[config.mk]
export PLATFORM = sky130hd
export DESIGN_NAME = rob_retire
export DESIGN_NICKNAME = d
export VERILOG_FILES = /design/src/rtl/rob_retire_pkg.sv /design/src/rtl/rob_entry_array.sv /design/src/rtl/rob_retire.sv
export SDC_FILE = /design/constraint.sdc
export NUM_CORES = 2
export LEC_CHECK = 0
export CAP_MARGIN = 20
export CORE_ASPECT_RATIO = 1.4
export CORE_MARGIN = 4
export CORE_UTILIZATION = 38
export DETAILED_ROUTE_END_ITERATION = 12
export PLACE_DENSITY_LB_ADDON = 0.12
export SLEW_MARGIN = 15
export SYNTH_ARGS = -nofsm -noshare
export SYNTH_HDL_FRONTEND = slang
export SYNTH_SLANG_ARGS = --single-unit
[constraint.sdc]
create_clock -name clk -period 4.24 [get_ports clk]
set_clock_uncertainty 0.15 [all_clocks]
set_input_delay 0.636 -clock clk [delete_from_list [all_inputs] [get_ports clk]]
set_output_delay 0.636 -clock clk [all_outputs]
set_load 0.05 [all_outputs]
[src/rtl/rob_retire_pkg.sv]
// Shared constants and types for the reorder buffer / retire stage.
// Optional RETIRE_COUNT_EN adds a retired-instruction counter on rob_retire.
package rob_retire_pkg;

  localparam int ROB_DEPTH = 16;
  localparam int ROB_IDX   = 4;
  localparam int AR_SIZE   = 6;

  typedef logic [ROB_IDX-1:0] rob_idx_t;

  typedef struct packed {
    logic               valid;
    logic               done;
    logic [AR_SIZE-1:0] pdest;
    logic [5:0]         areg;
    logic [AR_SIZE-1:0] old_pdest;
    logic [31:0]        data;
  } rob_entry_t;

endpackage

[src/rtl/rob_entry_array.sv]
// ROB entry storage: one allocate port, two completion ports,
// two head read ports that double as retire-clear ports.
module rob_entry_array
  import rob_retire_pkg::*;
(
  input  logic       clk,
  input  logic       rst,
  input  logic       alloc_en,
  input  rob_idx_t   alloc_idx,
  input  rob_entry_t alloc_entry,
  input  logic       cmp_en1,
  input  rob_idx_t   cmp_idx1,
  input  logic [31:0] cmp_data1,
  input  logic       cmp_en2,
  input  rob_idx_t   cmp_idx2,
  input  logic [31:0] cmp_data2,
  input  logic       clr_en1,
  input  logic       clr_en2,
  input  rob_idx_t   rd_idx1,
  input  rob_idx_t   rd_idx2,
  output rob_entry_t rd_entry1,
  output rob_entry_t rd_entry2
);

  rob_entry_t mem [ROB_DEPTH];

  assign rd_entry1 = mem[rd_idx1];
  assign rd_entry2 = mem[rd_idx2];

  // Later writes win: port 1 over port 2, allocation over a retiring head.
  always_ff @(posedge clk) begin
    if (rst) begin
      for (int i = 0; i < ROB_DEPTH; i++)
        mem[i] <= '0;
    end else begin
      if (clr_en1) begin
        mem[rd_idx1].valid <= 1'b0;
        mem[rd_idx1].done  <= 1'b0;
      end
      if (clr_en2) begin
        mem[rd_idx2].valid <= 1'b0;
        mem[rd_idx2].done  <= 1'b0;
      end
      if (cmp_en2 && mem[cmp_idx2].valid) begin
        mem[cmp_idx2].done <= 1'b1;
        mem[cmp_idx2].data <= cmp_data2;
      end
      if (cmp_en1 && mem[cmp_idx1].valid) begin
        mem[cmp_idx1].done <= 1'b1;
        mem[cmp_idx1].data <= cmp_data1;
      end
      if (alloc_en)
        mem[alloc_idx] <= alloc_entry;
    end
  end

endmodule

[src/rtl/rob_retire.sv]
// In-order ROB with dual retire onto the register file write ports.
// Define RETIRE_COUNT_EN to add the retired_count performance counter.
module rob_retire
  import rob_retire_pkg::*;
(
  input  logic               clk,
  input  logic               rst,
  input  logic               alloc_valid,
  output logic               alloc_ready,
  input  logic [AR_SIZE-1:0] alloc_pdest,
  input  logic [5:0]         alloc_areg,
  input  logic [AR_SIZE-1:0] alloc_old_pdest,
  output logic [ROB_IDX-1:0] alloc_idx,
  input  logic               cmp_valid1,
  input  logic               cmp_valid2,
  input  logic [ROB_IDX-1:0] cmp_idx1,
  input  logic [ROB_IDX-1:0] cmp_idx2,
  input  logic [31:0]        cmp_data1,
  input  logic [31:0]        cmp_data2,
  output logic [AR_SIZE-1:0] write_addr1,
  output logic [AR_SIZE-1:0] write_addr2,
  output logic [31:0]        write_data1,
  output logic [31:0]        write_data2,
  output logic [5:0]         old_addr1,
  output logic [5:0]         old_addr2,
  output logic               write_en,
  output logic               free_valid1,
  output logic               free_valid2,
  output logic [AR_SIZE-1:0] free_preg1,
  output logic [AR_SIZE-1:0] free_preg2,
  output logic               rob_empty,
  output logic [ROB_IDX:0]   rob_count
`ifdef RETIRE_COUNT_EN
  ,
  output logic [31:0]        retired_count
`endif
);

  rob_idx_t       head;
  rob_idx_t       tail;
  logic [ROB_IDX:0] count;
  rob_idx_t       head_nx;
  rob_entry_t     hd1;
  rob_entry_t     hd2;
  rob_entry_t     new_entry;
  logic           r0;
  logic           r1;
  logic           alloc_fire;
  logic [1:0]     nret;
  logic           fv1;
  logic           fv2;

  assign head_nx     = head + rob_idx_t'(1);
  assign alloc_ready = ~count[ROB_IDX];
  assign alloc_fire  = alloc_valid & alloc_ready;
  assign alloc_idx   = tail;
  assign rob_empty   = (count == '0);
  assign rob_count   = count;

  assign r0   = hd1.valid & hd1.done;
  assign r1   = r0 & hd2.valid & hd2.done;
  assign nret = {1'b0, r0} + {1'b0, r1};

  assign fv1 = r0 & (|hd1.pdest) & (|hd1.old_pdest);
  assign fv2 = r1 & (|hd2.pdest) & (|hd2.old_pdest);

  always_comb begin
    new_entry           = '0;
    new_entry.valid     = 1'b1;
    new_entry.pdest     = alloc_pdest;
    new_entry.areg      = alloc_areg;
    new_entry.old_pdest = alloc_old_pdest;
  end

  rob_entry_array u_array (
    .clk         (clk),
    .rst         (rst),
    .alloc_en    (alloc_fire),
    .alloc_idx   (tail),
    .alloc_entry (new_entry),
    .cmp_en1     (cmp_valid1),
    .cmp_idx1    (cmp_idx1),
    .cmp_data1   (cmp_data1),
    .cmp_en2     (cmp_valid2),
    .cmp_idx2    (cmp_idx2),
    .cmp_data2   (cmp_data2),
    .clr_en1     (r0),
    .clr_en2     (r1),
    .rd_idx1     (head),
    .rd_idx2     (head_nx),
    .rd_entry1   (hd1),
    .rd_entry2   (hd2)
  );

  always_ff @(posedge clk) begin
    if (rst) begin
      head  <= '0;
      tail  <= '0;
      count <= '0;
    end else begin
      head  <= head + {{(ROB_IDX-2){1'b0}}, nret};
      tail  <= tail + {{(ROB_IDX-1){1'b0}}, alloc_fire};
      count <= count + {{ROB_IDX{1'b0}}, alloc_fire}
                     - {{(ROB_IDX-1){1'b0}}, nret};
    end
  end

  // Retire outputs lag the decision by one cycle.
  always_ff @(posedge clk) begin
    if (rst) begin
      write_en    <= 1'b0;
      write_addr1 <= '0;
      write_addr2 <= '0;
      write_data1 <= '0;
      write_data2 <= '0;
      old_addr1   <= '0;
      old_addr2   <= '0;
      free_valid1 <= 1'b0;
      free_valid2 <= 1'b0;
      free_preg1  <= '0;
      free_preg2  <= '0;
    end else begin
      write_en    <= r0;
      write_addr1 <= r0 ? hd1.pdest : '0;
      write_addr2 <= r1 ? hd2.pdest : '0;
      write_data1 <= r0 ? hd1.data : '0;
      write_data2 <= r1 ? hd2.data : '0;
      old_addr1   <= r0 ? hd1.areg : '0;
      old_addr2   <= r1 ? hd2.areg : '0;
      free_valid1 <= fv1;
      free_valid2 <= fv2;
      free_preg1  <= fv1 ? hd1.old_pdest : '0;
      free_preg2  <= fv2 ? hd2.old_pdest : '0;
    end
  end

`ifdef RETIRE_COUNT_EN
  always_ff @(posedge clk) begin
    if (rst)
      retired_count <= '0;
    else
      retired_count <= retired_count + {30'd0, nret};
  end
`endif

endmodule
==> results.json <==
{
  "final_cell_area_um2": 58200,
  "setup_violations": 0,
  "cp_data_arrival_time_ps": 4550,
  "p_total_mw": 21.3,
  "combPwrFrac_pct": 9.8,
  "num_vias": 40100,
  "dr_wl_met3_mm": 16.7,
  "r2r-start": "head[0]",
  "cts_tree": "done",
  "io_pins": 209,
  "drv_cap": 0,
  "slew_violations": 0,
  "p_per_area_nw_per_um2": 367,
  "place_ws_ps": 46.0,
  "cts_root_buf": "clkbuf_16",
  "most-common-layout-cells": "822 x nor2_1, 656 x dfxtp_1, 507 x mux4_2",
  "async_reset_ff_share_pct": 0,
  "synth_ff_type": "dfxtp_1",
  "clock_latency_ps": 750,
  "drc": 0,
  "grt_usage_pct": 29.0,
  "yosys.area.top_type_share_pct": 26.2,
  "ant_nets": 0,
  "max_clock_freq_ghz": 0.247,
  "cp_max_fo": 4,
  "finalHoldViolCount": 0,
  "dp.final_hpwl_mm": 116,
  "post-route-min-period_ps": 4060,
  "cp_common_cell": "ha_1",
  "grt_pass1_wl_mm": 292,
  "numPortBuffers": 208,
  "required_ps": 4730,
  "wl_mm": 204,
  "area.growth.synth_to_final_pct": 15.4,
  "gp_congestion": 0.865,
  "cts_inserted_buffers": 102,
  "cts-htree-levels": 3,
  "placed_area_um2": 54800,
  "grt_pass1_vias": 40100,
  "hold_depth": 2,
  "hp-class": "input pin to flop",
  "slowest_delay_ps": 490,
  "ys_warn_count": 0,
  "worstHoldStart": "rst",
  "swShare_pct": 25.9,
  "syn_avg_cell_area_um2": 11.0,
  "leakagePower_nw": 19.7,
  "grt_start_max_net_pins": 135,
  "critical_path_class": "flop to flop",
  "firstDrtPassIters": 6,
  "synthTopCellsByArea": "dfxtp_1 26%, mux4_2 23%, edfxtp_1 17%",
  "antenna_found_initial": 18,
  "syn_inst": 4566,
  "clkTransAtPathRegs_ps": 60,
  "slowest_stage": "mux4_2",
  "synth_nets": 4680,
  "ys_types": 60,
  "die_y_um": 439,
  "met2_length_mm": 99.9,
  "die_w_um": 316,
  "core-area_um2": 131000,
  "row_count": 157,
  "top_layer": "met5",
  "worst_pin_slew_ps": 1060,
  "r2r_setup_slack_ps": 180,
  "cts_setup_buffers": 0,
  "crit_path_end_kind": "flop",
  "reg2reg_to": "rob_count[4]",
  "status": "finished, final reports clean",
  "clockBufferDepth": 3,
  "seq_power_share_pct": 46.8,
  "wirelength_met1_mm": 76.5,
  "reg2reg_depth": 15,
  "drive_gt1_share_pct": 20.6,
  "crit_chain": "ha_2, buf_4, xnor2_4, mux4_2, mux4_2, and2_1, ha_1, ha_1, inv_1, ha_1, fa_2, a21oi_2, nor2_1, or3_1, a21oi_1",
  "ys_ff_latch": 948,
  "min_period_over_period_pct": 95.7,
  "nets": 4607,
  "min_to": "rob_count[3]",
  "drt_iter0_markers": 4159,
  "power_report.internal_total_mw": 15.8,
  "peakVddDrop_uv": 380,
  "layout_setup_ws_ps": 184,
  "mostFrequentLayoutCell": "nor2_1",
  "synth_edf_count": 288,
  "clock_power_share_pct": 43.4,
  "rsz0062_at_grt": "no",
  "routedWlPerCell_um": 32.2,
  "ys_seq_area_share_pct": 43.4,
  "initial_core_util_pct": 38.4,
  "syn_area_um2": 50400,
  "via_per_inst": 6.32,
  "p_switching_mw": 5.52,
  "synth_area_leader_cell": "dfxtp_1",
  "die_area_um2": 139000,
  "grt-ovfl-total": 0,
  "fill_cells": 12300,
  "relSlewSlack_pct": 29.3,
  "cts_sinks": 948,
  "startpoint_type": "flop"
}
worst max path at each step:
| stage | cells after the start | slack [ps] | startpoint | to |
|---|---|---|---|---|
| 6_report | 15 | 180 | head[0] | rob_count[4] |
| 5_1_grt | 8 | 10 | head[0] | free_valid2 |
| 4_1_cts | 15 | 30 | head[0] | rob_count[4] |
| 3_5_place_dp | 15 | 50 | head[0] | rob_count[4] |
| 3_3_place_gp | 15 | -7 | head[0] | rob_count[4] |
| 2_1_floorplan | 15 | 90 | head[1] | rob_count[4] |
sequential cells by signal, indices dropped and copies added (netlist names):
name,cells
u_array.mem,832
write_data1,32
write_data2,32
free_preg1,6
free_preg2,6
old_addr1,6
old_addr2,6
write_addr1,6
write_addr2,6
rob_count,5
alloc_idx,4
head,4
free_valid1,1
free_valid2,1
write_en,1
worst max-delay path: cells and delay by family (launching register included):
family	cells	cell delay [ps]
adder cells (fa/ha/maj)	5	1430
multiplexers	2	850
AND/OR/NAND/NOR	3	570
flip-flops	1	340
AO/OA/AOI/OAI	2	260
buffers and inverters	2	200
XOR/XNOR	1	180
per-layer routing:
layer	up-vias	track usage (%)
met5	-	0
met4	16	13.5
met3	587	5.73
met2	2125	49.4
met1	20300	35.4
li1	17000	-
synth_stat cells (3+ instances only):
| cell type | n |
|---|---|
| a21boi_0 | 4 |
| o31ai_1 | 6 |
| clkbuf_1 | 429 |
| buf_2 | 75 |
| dfxtp_1 | 660 |
| inv_1 | 39 |
| nand4_1 | 6 |
| o22ai_1 | 17 |
| o221ai_1 | 288 |
| xor2_1 | 5 |
| edfxtp_1 | 288 |
| a21o_1 | 3 |
| mux2i_1 | 12 |
| buf_1 | 56 |
| o211ai_1 | 4 |
| a21oi_1 | 252 |
| nor2_1 | 844 |
| nand3_1 | 25 |
| nor3b_1 | 228 |
| buf_6 | 7 |
| or4_1 | 3 |
| a22oi_1 | 4 |
| and2_1 | 315 |
| or2_2 | 3 |
| ha_1 | 17 |
| nand2b_1 | 5 |
| nand3b_1 | 8 |
| a211oi_1 | 231 |
| nor2b_1 | 96 |
| o21ai_0 | 10 |
| mux4_2 | 507 |
| nor3_1 | 6 |
| and3b_1 | 5 |
| nand2_1 | 48 |
| inv_2 | 3 |
| a31oi_1 | 3 |
| xnor2_1 | 6 |
| buf_4 | 4 |
| and3_1 | 12 |
final cells by class:
cell class | instances | area, µm² | share of cell area (%)
repair buffers | 394 | 4010 | 6.89
well taps | 1749 | 2190 | 3.76
clock buffers | 148 | 2950 | 5.07
clock inverters | 41 | 428 | 0.736
diodes | 8 | 20.0 | 0.0344
multi-input cells | 3005 | 26500 | 45.6
inverters | 42 | 158 | 0.271
flip-flops and latches | 948 | 21900 | 37.6
repair_timing:
action	4_1_cts	5_1_grt
setup endpoints to repair	0	1
hold endpoints to repair	0	0
gates resized for setup	0	3
hold buffers	0	0
per-stage QoR:
step,TNS [ps],util (%),std cells,hold WS (ps)
floorplan,0,-,4566,294
global placement,-6.78,41.7,6138,309
detailed placement,0,41.7,6138,317
CTS,0,44.3,6327,161
global route,0,44.3,6328,220
finish,0,44.3,6335,187
cell families after synthesis:
kind of cell,after synthesis,synth area share [%]
adder cells (fa/ha/maj),19,0.501
multiplexers,520,22.9
flip-flops,948,43.4
buffers and inverters,613,4.89
XOR/XNOR,11,0.191
AO/OA/AOI/OAI,842,11.9
AND/OR/NAND/NOR,1613,16.2
power by group through the flow:
| stage | Combinational [mW] | Clock, mW | Sequential, mW |
|---|---|---|---|
| 2_1_floorplan | 1.26 | 0 | 10.1 |
| 3_3_place_gp | 2.06 | 0 | 10.2 |
| 3_5_place_dp | 2.06 | 0 | 10.2 |
| 4_1_cts | 2.07 | 9.41 | 9.98 |
| 5_1_grt | 2.21 | 9.74 | 10.0 |
| 6_report | 2.08 | 9.26 | 9.99 |
Power figures use the tool's default switching activity.
